$ cat config.mk
export PLATFORM = sky130hd
export DESIGN_NAME = dp_control_unit_flat
export DESIGN_NICKNAME = d
export VERILOG_FILES = /design/src/rtl/dp_control_unit_pkg.sv /design/src/rtl/dp_control_unit_if.sv /design/src/rtl/dp_control_unit_cond_check.sv /design/src/rtl/dp_control_unit.sv /design/src/flat_wrapper.sv
export SDC_FILE = /design/constraint.sdc
export NUM_CORES = 1
export LEC_CHECK = 0
export ABC_CLOCK_PERIOD_IN_PS = 5510
export CAP_MARGIN = 20
export CORE_ASPECT_RATIO = 0.6
export CORE_MARGIN = 5
export CORE_UTILIZATION = 39
export DETAILED_ROUTE_END_ITERATION = 10
export PLACE_DENSITY_LB_ADDON = 0.25
export SYNTH_ARGS = -nofsm -noshare
export SYNTH_HDL_FRONTEND = slang
export SYNTH_SLANG_ARGS = --single-unit
$ cat constraint.sdc
create_clock -name Clk -period 5.51 [get_ports Clk]
set_clock_uncertainty 0.05 [all_clocks]
set_input_delay 1.653 -clock Clk [delete_from_list [all_inputs] [get_ports Clk]]
set_output_delay 1.653 -clock Clk [all_outputs]
set_load 0.02 [all_outputs]
$ cat src/rtl/dp_control_unit_pkg.sv
// Shared definitions for the data-processing control unit: FSM states, ARM opcodes,
// condition codes, RSLCT field offsets and default parameters.
package dp_control_unit_pkg;

   typedef enum logic [2:0] {
      ST_FETCH,
      ST_WAIT_MFC,
      ST_DECODE,
      ST_EXECUTE,
      ST_WRITEBACK,
      ST_PC_INC
   } state_t;

   typedef enum logic [3:0] {
      OP_AND, OP_EOR, OP_SUB, OP_RSB, OP_ADD, OP_ADC, OP_SBC, OP_RSC,
      OP_TST, OP_TEQ, OP_CMP, OP_CMN, OP_ORR, OP_MOV, OP_BIC, OP_MVN
   } opcode_t;

   typedef enum logic [3:0] {
      COND_EQ, COND_NE, COND_CS, COND_CC, COND_MI, COND_PL, COND_VS, COND_VC,
      COND_HI, COND_LS, COND_GE, COND_LT, COND_GT, COND_LE, COND_AL, COND_NV
   } cond_t;

   localparam int RSLCT_RN_LSB = 0;
   localparam int RSLCT_RM_LSB = 4;
   localparam int RSLCT_RS_LSB = 8;
   localparam int RSLCT_RD_LSB = 12;

   localparam int PC_STEP_DEFAULT     = 4;
   localparam int MFC_TIMEOUT_DEFAULT = 15;

   // Flag-only opcodes: they always update NZCV and never write Rd.
   function automatic logic is_compare(input logic [3:0] op);
      return (op >= OP_TST) && (op <= OP_CMN);
   endfunction

endpackage

$ cat src/rtl/dp_control_unit_if.sv
// Instruction-fetch memory port: MFA/MFC request-complete handshake plus address and data.
interface dp_control_unit_if;
   logic        MFA;
   logic [31:0] MEM_ADDR;
   logic [31:0] MEM_DATA;
   logic        MFC;

   modport master (output MFA, MEM_ADDR, input MEM_DATA, MFC);
   modport slave  (input MFA, MEM_ADDR, output MEM_DATA, MFC);
endinterface

$ cat src/rtl/dp_control_unit_cond_check.sv
// ARM condition-code evaluation: decides whether an instruction executes given NZCV.
module dp_control_unit_cond_check
   import dp_control_unit_pkg::*;
(
   input  logic [3:0] cond,
   input  logic [3:0] nzcv,
   output logic       cond_ok
);

   logic n, z, c, v;
   assign {n, z, c, v} = nzcv;

   always_comb begin
      cond_ok = 1'b0;
      case (cond)
         COND_EQ: cond_ok = z;
         COND_NE: cond_ok = ~z;
         COND_CS: cond_ok = c;
         COND_CC: cond_ok = ~c;
         COND_MI: cond_ok = n;
         COND_PL: cond_ok = ~n;
         COND_VS: cond_ok = v;
         COND_VC: cond_ok = ~v;
         COND_HI: cond_ok = c & ~z;
         COND_LS: cond_ok = ~c | z;
         COND_GE: cond_ok = (n == v);
         COND_LT: cond_ok = (n != v);
         COND_GT: cond_ok = ~z & (n == v);
         COND_LE: cond_ok = z | (n != v);
         COND_AL: cond_ok = 1'b1;
         default: cond_ok = 1'b0;
      endcase
   end

endmodule

$ cat src/rtl/dp_control_unit.sv
// Fetch/decode/execute sequencer for ARM data-processing instructions; drives RegisterFile and ALU controls.
//
// state        | meaning
// ST_FETCH     | request fetch at PCout, arm timeout counter
// ST_WAIT_MFC  | hold MFA until MFC (capture IR) or timeout (flag error, skip)
// ST_DECODE    | check condition and instruction class
// ST_EXECUTE   | drive sources/opcode to ALU, capture flags if S
// ST_WRITEBACK | write Rd unless a compare opcode
// ST_PC_INC    | write PCout + PC_STEP back to the PC
module dp_control_unit
   import dp_control_unit_pkg::*;
#(
   parameter int PC_STEP     = PC_STEP_DEFAULT,
   parameter int MFC_TIMEOUT = MFC_TIMEOUT_DEFAULT
) (
   input  logic                     Clk,
   input  logic                     RESET,
   dp_control_unit_if.master        mem,
   input  logic [31:0]              PCout,
   input  logic [3:0]               FLAGS_OUT,
   output logic [19:0]              RSLCT,
   output logic                     LOAD,
   output logic                     LOADPC,
   output logic [31:0]              Pcin,
   output logic                     IR_CU,
   output logic [4:0]               OP,
   output logic                     S,
   output logic                     ALU_OUT,
   output logic [3:0]               FLAGS,
   output logic                     FETCH_ERR
);

   localparam int CNT_W = $clog2(MFC_TIMEOUT + 1);

   state_t           state, state_nxt;
   logic [31:0]      ir;
   logic [CNT_W-1:0] tmo_cnt;
   logic             tmo_done;
   logic             cond_ok, is_dp, is_cmp, s_eff;
   logic [3:0]       opcode;
   logic             mfa, load, loadpc, s_out, alu_out;
   logic [19:0]      rslct;
   logic [4:0]       op;
   logic             unused_ir_bits;

   dp_control_unit_cond_check u_cond_check (
      .cond    (ir[31:28]),
      .nzcv    (FLAGS),
      .cond_ok (cond_ok)
   );

   assign opcode         = ir[24:21];
   assign is_dp          = (ir[27:26] == 2'b00);
   assign is_cmp         = is_compare(opcode);
   assign s_eff          = ir[20] | is_cmp;
   assign tmo_done       = (tmo_cnt == '0);
   assign unused_ir_bits = ^{ir[25], ir[7:4]};

   always_ff @(posedge Clk) begin
      if (RESET) begin
         state     <= ST_FETCH;
         ir        <= '0;
         FLAGS     <= '0;
         FETCH_ERR <= 1'b0;
         tmo_cnt   <= '0;
      end else begin
         state <= state_nxt;
         case (state)
            ST_FETCH:    tmo_cnt <= CNT_W'(MFC_TIMEOUT - 1);
            // MFC on the terminal-count cycle still counts as a good fetch.
            ST_WAIT_MFC: begin
               if (mem.MFC)       ir        <= mem.MEM_DATA;
               else if (tmo_done) FETCH_ERR <= 1'b1;
               else               tmo_cnt   <= tmo_cnt - 1'b1;
            end
            ST_EXECUTE:  if (s_eff) FLAGS <= FLAGS_OUT;
            default: ;
         endcase
      end
   end

   always_comb begin
      state_nxt = state;
      mfa       = 1'b0;
      load      = 1'b0;
      loadpc    = 1'b0;
      s_out     = 1'b0;
      alu_out   = 1'b0;
      rslct     = '0;
      op        = '0;
      unique case (state)
         ST_FETCH: begin
            mfa       = 1'b1;
            state_nxt = ST_WAIT_MFC;
         end
         ST_WAIT_MFC: begin
            mfa = 1'b1;
            if (mem.MFC)       state_nxt = ST_DECODE;
            else if (tmo_done) state_nxt = ST_PC_INC;
         end
         ST_DECODE: state_nxt = (is_dp && cond_ok) ? ST_EXECUTE : ST_PC_INC;
         ST_EXECUTE: begin
            rslct[RSLCT_RN_LSB +: 4] = ir[19:16];
            rslct[RSLCT_RM_LSB +: 4] = ir[3:0];
            rslct[RSLCT_RS_LSB +: 4] = ir[11:8];
            alu_out   = 1'b1;
            op        = {1'b0, opcode};
            s_out     = s_eff;
            state_nxt = ST_WRITEBACK;
         end
         ST_WRITEBACK: begin
            rslct[RSLCT_RN_LSB +: 4] = ir[19:16];
            rslct[RSLCT_RM_LSB +: 4] = ir[3:0];
            rslct[RSLCT_RS_LSB +: 4] = ir[11:8];
            rslct[RSLCT_RD_LSB +: 4] = ir[15:12];
            load      = ~is_cmp;
            alu_out   = 1'b1;
            op        = {1'b0, opcode};
            state_nxt = ST_PC_INC;
         end
         ST_PC_INC: begin
            loadpc    = 1'b1;
            state_nxt = ST_FETCH;
         end
         default: state_nxt = ST_FETCH;
      endcase
      // Reset suppresses every strobe immediately so an in-flight write is dropped.
      if (RESET) begin
         mfa     = 1'b0;
         load    = 1'b0;
         loadpc  = 1'b0;
         s_out   = 1'b0;
         alu_out = 1'b0;
         rslct   = '0;
         op      = '0;
      end
   end

   assign mem.MFA      = mfa;
   assign mem.MEM_ADDR = PCout;
   assign RSLCT        = rslct;
   assign LOAD         = load;
   assign LOADPC       = loadpc;
   assign Pcin         = PCout + 32'(PC_STEP);
   assign IR_CU        = 1'b1;
   assign OP           = op;
   assign S            = s_out;
   assign ALU_OUT      = alu_out;

endmodule

$ cat src/flat_wrapper.sv
// flat-port wrapper written by rule: the top's interface ports become plain ports
module dp_control_unit_flat import dp_control_unit_pkg::*;
#(
   parameter int PC_STEP     = PC_STEP_DEFAULT,
   parameter int MFC_TIMEOUT = MFC_TIMEOUT_DEFAULT
)
  (Clk, RESET, PCout, FLAGS_OUT, RSLCT, LOAD, LOADPC, Pcin, IR_CU, OP, S, ALU_OUT, FLAGS, FETCH_ERR, mem_MFA, mem_MEM_ADDR, mem_MEM_DATA, mem_MFC);
  dp_control_unit_if mem_i ();
  input  logic Clk;
  input  logic RESET;
  input  logic [31:0] PCout;
  input  logic [3:0] FLAGS_OUT;
  output logic [19:0] RSLCT;
  output logic LOAD;
  output logic LOADPC;
  output logic [31:0] Pcin;
  output logic IR_CU;
  output logic [4:0] OP;
  output logic S;
  output logic ALU_OUT;
  output logic [3:0] FLAGS;
  output logic FETCH_ERR;
  output wire logic [$bits(mem_i.MFA)-1:0] mem_MFA;
  output wire logic [$bits(mem_i.MEM_ADDR)-1:0] mem_MEM_ADDR;
  input wire logic [$bits(mem_i.MEM_DATA)-1:0] mem_MEM_DATA;
  input wire logic [$bits(mem_i.MFC)-1:0] mem_MFC;
  assign mem_MFA = mem_i.MFA;
  assign mem_MEM_ADDR = mem_i.MEM_ADDR;
  assign mem_i.MEM_DATA = mem_MEM_DATA;
  assign mem_i.MFC = mem_MFC;
  dp_control_unit #(.PC_STEP(PC_STEP), .MFC_TIMEOUT(MFC_TIMEOUT)) u_core (.Clk(Clk), .RESET(RESET), .mem(mem_i), .PCout(PCout), .FLAGS_OUT(FLAGS_OUT), .RSLCT(RSLCT), .LOAD(LOAD), .LOADPC(LOADPC), .Pcin(Pcin), .IR_CU(IR_CU), .OP(OP), .S(S), .ALU_OUT(ALU_OUT), .FLAGS(FLAGS), .FETCH_ERR(FETCH_ERR));
endmodule
---- Yosys cells after proc, flatten, opt, wreduce, memory -nomap -nowiden ----
Cells that the tools add are included.
operators by class
  $add $sub $neg .......................... 2
  $mul .................................... 0
  div/mod/pow operators ................... 0
  order comparisons ....................... 2
  eq/ne operators ......................... 24
  shift-type cells ........................ 0
  muxes and demuxes ....................... 23
  bitwise logic cells ..................... 11
  reductions and logical operators ........ 13
operators with widths
  operator                                             count
  adder 32 x 3 -> 32 bit, second input constant        1
  equality test 4 bit, second input constant           7
  two-way mux 4 bit                                    5
  equality test 4 x 3 -> 1 bit, second input constant  4
  two-way mux 16 bit                                   1
  case mux 1 bit (15 select lines)                     1
  case mux 3 bit (5 select lines)                      1
  two-way mux 12 bit                                   1
  two-way mux 1 bit                                    10
  two-way mux 3 bit                                    3
  equality test 4 x 2 -> 1 bit, second input constant  2
  logical NOT 4 bit                                    2
  case mux 4 bit (2 select lines)                      1
  equality test 3 x 2 -> 1 bit, second input constant  2
  equality test 3 bit, second input constant           2
  inverter 1 bit                                       6
  AND reduction 3 bit                                  2
  equality test 4 x 1 -> 1 bit, second input constant  1
  >= comparator 4 bit, second input constant           1
  <= comparator 4 bit, second input constant           1
  != test 2 bit, second input constant                 2
  AND reduction 2 bit                                  2
  OR reduction 2 bit                                   2
  subtractor 4 x 1 -> 4 bit, second input constant     1
  other kinds (10)                                     14
storage, ports and cells
  register bits after elaboration ......... 44
  bits in latches ......................... 0
  RAM bits ................................ 0
  ROM bits ................................ 0
  word-level logic and storage cells ...... 80
  memories ................................ 0

---- Depth between registers and ports, before layout ----
  depth in word-level cells ............... 6
  gate-level depth with buffers ........... 7
  gate-level depth less buffers ........... 7

---- By module ----
From an unflattened synthesis, not the netlist that was laid out.
unflattened totals
  cells, all modules ...................... 372
  area, all modules ....................... 2790.2 um2
modules (own cells, without submodules)
  module                      instances  cells each  area an instance (um2)  sequential area each (um2)
  dp_control_unit             1          344         2596.2                  780.7
  dp_control_unit_cond_check  1          28          193.9                   0.0

---- Least setup slack after synthesis ----
Ideal clock, no wire load.
  path kind ............................... in2out
  from .................................... input PCout[2]
  to ...................................... output Pcin[26]
  arrival ................................. 3.004 ns
  path slack .............................. 0.803 ns
  stages on the path ...................... 6
  path buffers ............................ 0
  cells stage by stage .................... ha_1 -> nand3_1 -> nor2_1 -> and4_4 -> nand3_1 -> xnor2_1
on the way
  cells in the longest elaborated chain, start to end .. 1
RTL lines
  item                    RTL line                text
  start, declared         flat_wrapper.sv:11      input logic [31:0] PCout;
  adder 32 x 3 -> 32 bit  dp_control_unit.sv:144  assign Pcin = PCout + 32'(PC_STEP);
  end, declared           flat_wrapper.sv:16      output logic [31:0] Pcin;
No other way between the ends.

---- Worst setup path in the final report ----
  from .................................... input PCout[2]
  to ...................................... output Pcin[24]
The elaborated chain is that of the path after synthesis.

==> run_results.csv <==
group,metric,value,unit
outcome,status,"finished clean",
synthesis,synth_ff_type,"dfxtp_1",
routing,detail_route.first_pass.iterations,4,
final_layout,seq_area,781,um2
clocking,clk_latency,0.28,ns
critical_path,r2r-start,"u_core.state[0]$_SDFFE_PP0P_",
power,pwr-share-seq,0.370,
timing,hold_viol,0,
routing,drc_errors,0,
routing,vias_per_cell,4.84,
clocking,path_clk_slew,0.05,ns
global_route,grt_pass1_wl,13500,um
power,p_sw,247,uW
final_layout,finalCoreUtilization,0.651,
global_route,grt.total_usage,0.187,
floorplanning,die_y,74.5,um
routing,vias,2800,
clocking,hold_buffers,0,
clocking,cts_resized,7,
synthesis,async_reset_ff_frac,0,
placed_design,port_buffers,153,
timing,period_needed,5.41,ns
timing,rsz0062_at_grt,"no",
synthesis,synth.distinct_cells,49,
final_layout,multi_input_area,1530,um2
global_route,grt_overflow,0,
timing,finalSetupViolCount,0,
critical_path,cp-end-kind,"output port",
synthesis,syn-cell-area,2700,um2
routing,routed_wl,8460,um
floorplanning,core,6710,um2
final_layout,num-fill-cells,576,
synthesis,yosysWarnings,0,
clocking,clkSinkCount,39,
power,p_sw_frac,0.288,
power,clkPwrFrac,0.334,
critical_path,critical_path_class,"in -> out",
synthesis,avgSynthCellArea,7.61,um2
timing,tightest_slew,0.950,ns
clocking,clock_path_buffers,2,
floorplanning,start_util,0.403,
clocking,h-tree-depth,2,
clocking,cts_setup_buffers,0,
timing,max_freq,185,MHz
synthesis,ys_ff_latch,39,
routing,ant_nets,0,
synthesis,seq_area_frac_synth,0.289,
min_path,hp-start,"u_core.ir[22]$_SDFFE_PP0P_",
timing,min_period_over_period,0.982,
final_layout,final_layout_size_suffix_gt1_frac,0.0955,
power,pwr-share-comb,0.295,
clocking,numCtsBuffers,5,
final_layout,area_delta_synth_final,61.5,%
floorplanning,fp-row-count,23,
critical_path,cp-start-kind,"input port",
critical_path,crit_fanout,4,
power,p_per_area,196,nW/um2
global_route,antenna_found_initial,0,
floorplanning,die_area,8750,um2
critical_path,cp.required,3.81,ns
final_layout,final_common_cell,"clkdlybuf4s50_1",
floorplanning,pin_count,171,
floorplanning,die_w,117,um
routing,routedWlPerCell,14.6,um
timing,drv_slew,0,
global_route,grt_max_degree,29,
final_layout,diodes,0,
timing,hold_ws,0.397,ns
power,p_int,609,uW
clocking,clockRootBuffer,"clkbuf_16",
min_path,hp-class,"reg -> reg",
critical_path,critPathArrivalTime,3.71,ns
clocking,cts_tree,"done",
power,fin_total_pwr,856,uW
final_layout,finalNetCount,565,
synthesis,netlist_instances,355,
placed_design,place.gp.congestion,0.907,
run,drv_cap,0,
synthesis,synth_edf_count,0,
power,ir_worst_vdd,0.118,mV
placed_design,hpwl,6850,um
routing,detail_route.iter0.violations,129,
global_route,grt_pass1_vias,2711,
final_layout,layout.cells.most_common_list,"139 x clkdlybuf4s50_1, 66 x nand2_1, 39 x dfxtp_1, 33 x a21oi_1, 30 x buf_4",
critical_path,worstSetupStartpoint,"PCout[2]",
power,power_leakage,0.00179,uW
timing,max_slew_margin,0.367,
through the flow:
stage	instances	setup TNS, ns	setup WS, ns	cell area [um2]
global placement	572	-0.245	-0.0639	4190
detailed placement	572	-0.581	-0.102	4190
finish	579	0	0.0970	4360
global route	579	0	0.0104	4360
CTS	579	0	0.00174	4340
floorplan	359	0	0.803	2720
area by class of cell:
class,count,area share
Timing Repair Buffer,183,0.407
Multi-Input combinational cell,257,0.351
Sequential cell,39,0.179
Clock buffer,6,0.0318
Tap cell,87,0.0249
Inverter,6,0.00516
Clock inverter,1,0.00115
sequential cells by signal, summed over array words and instances, names as in the netlist:
register,count
u_core.ir,27
u_core.FETCH_ERR,1
u_core.tmo_cnt,4
u_core.FLAGS,4
u_core.state,3
routing by layer:
layer  track usage  routed length [um]
met5             0                   0
met4        0.0433                  97
met3        0.0646                 644
met2         0.308                4030
met1         0.241                3690
cell families after synthesis:
family,after synthesis,share of synthesized area
AND/OR/NAND/NOR,163,0.313
other,2,0.00278
flip-flops,39,0.289
XOR/XNOR,31,0.100
multiplexers,7,0.0269
AO/OA/AOI/OAI,48,0.106
buffers and inverters,63,0.152
adder cells (fa/ha/maj),2,0.00926
synthesized netlist by cell type (2+ instances only):
library cell / number / area, um2
nand2_1: 66 / 248
buf_4: 43 / 323
dfxtp_1: 39 / 781
a21oi_1: 33 / 165
xnor2_1: 23 / 201
and2_1: 20 / 125
nor2_1: 19 / 71.3
nand3_1: 15 / 75.1
clkbuf_1: 8 / 30.0
xor2_1: 8 / 70.1
nand4_1: 7 / 43.8
inv_1: 6 / 22.5
nor2b_1: 6 / 37.5
and3_1: 5 / 31.3
buf_2: 5 / 25.0
mux2i_1: 5 / 50.1
and3b_1: 3 / 26.3
and4_1: 3 / 26.3
nor3_1: 3 / 15.0
nor3b_1: 3 / 22.5
a31oi_1: 2 / 12.5
and4_4: 2 / 22.5
conb_1: 2 / 7.51
ha_1: 2 / 25.0
o22ai_1: 2 / 12.5
or3_1: 2 / 12.5
final timing paths:
check,endpoint,slack [ns],cells after the start
worst max register to register,u_core.ir[23]$_SDFFE_PP0P_,3.42,4
worst max-delay path,Pcin[24],0.1,7
worst min-delay path,u_core.ir[22]$_SDFFE_PP0P_,0.40,2
worst min register to register,u_core.ir[22]$_SDFFE_PP0P_,0.40,2
worst max-delay path, cell delays in order:
cell             delay (ns)
clkdlybuf4s50_1        0.50
ha_1                   0.19
nand3_1                0.12
nor2_2                 0.21
and4_4                 0.28
xor2_1                 0.14
clkdlybuf4s50_1        0.62
power by group through the flow:
stage	combinational, uW	sequential (uW)	clock [uW]
3_5_place_dp	256	323	0
4_1_cts	256	317	290
3_3_place_gp	250	322	0
5_1_grt	274	320	304
2_1_floorplan	148	315	0
6_report	253	317	286
(Power assumes the default switching activity.)
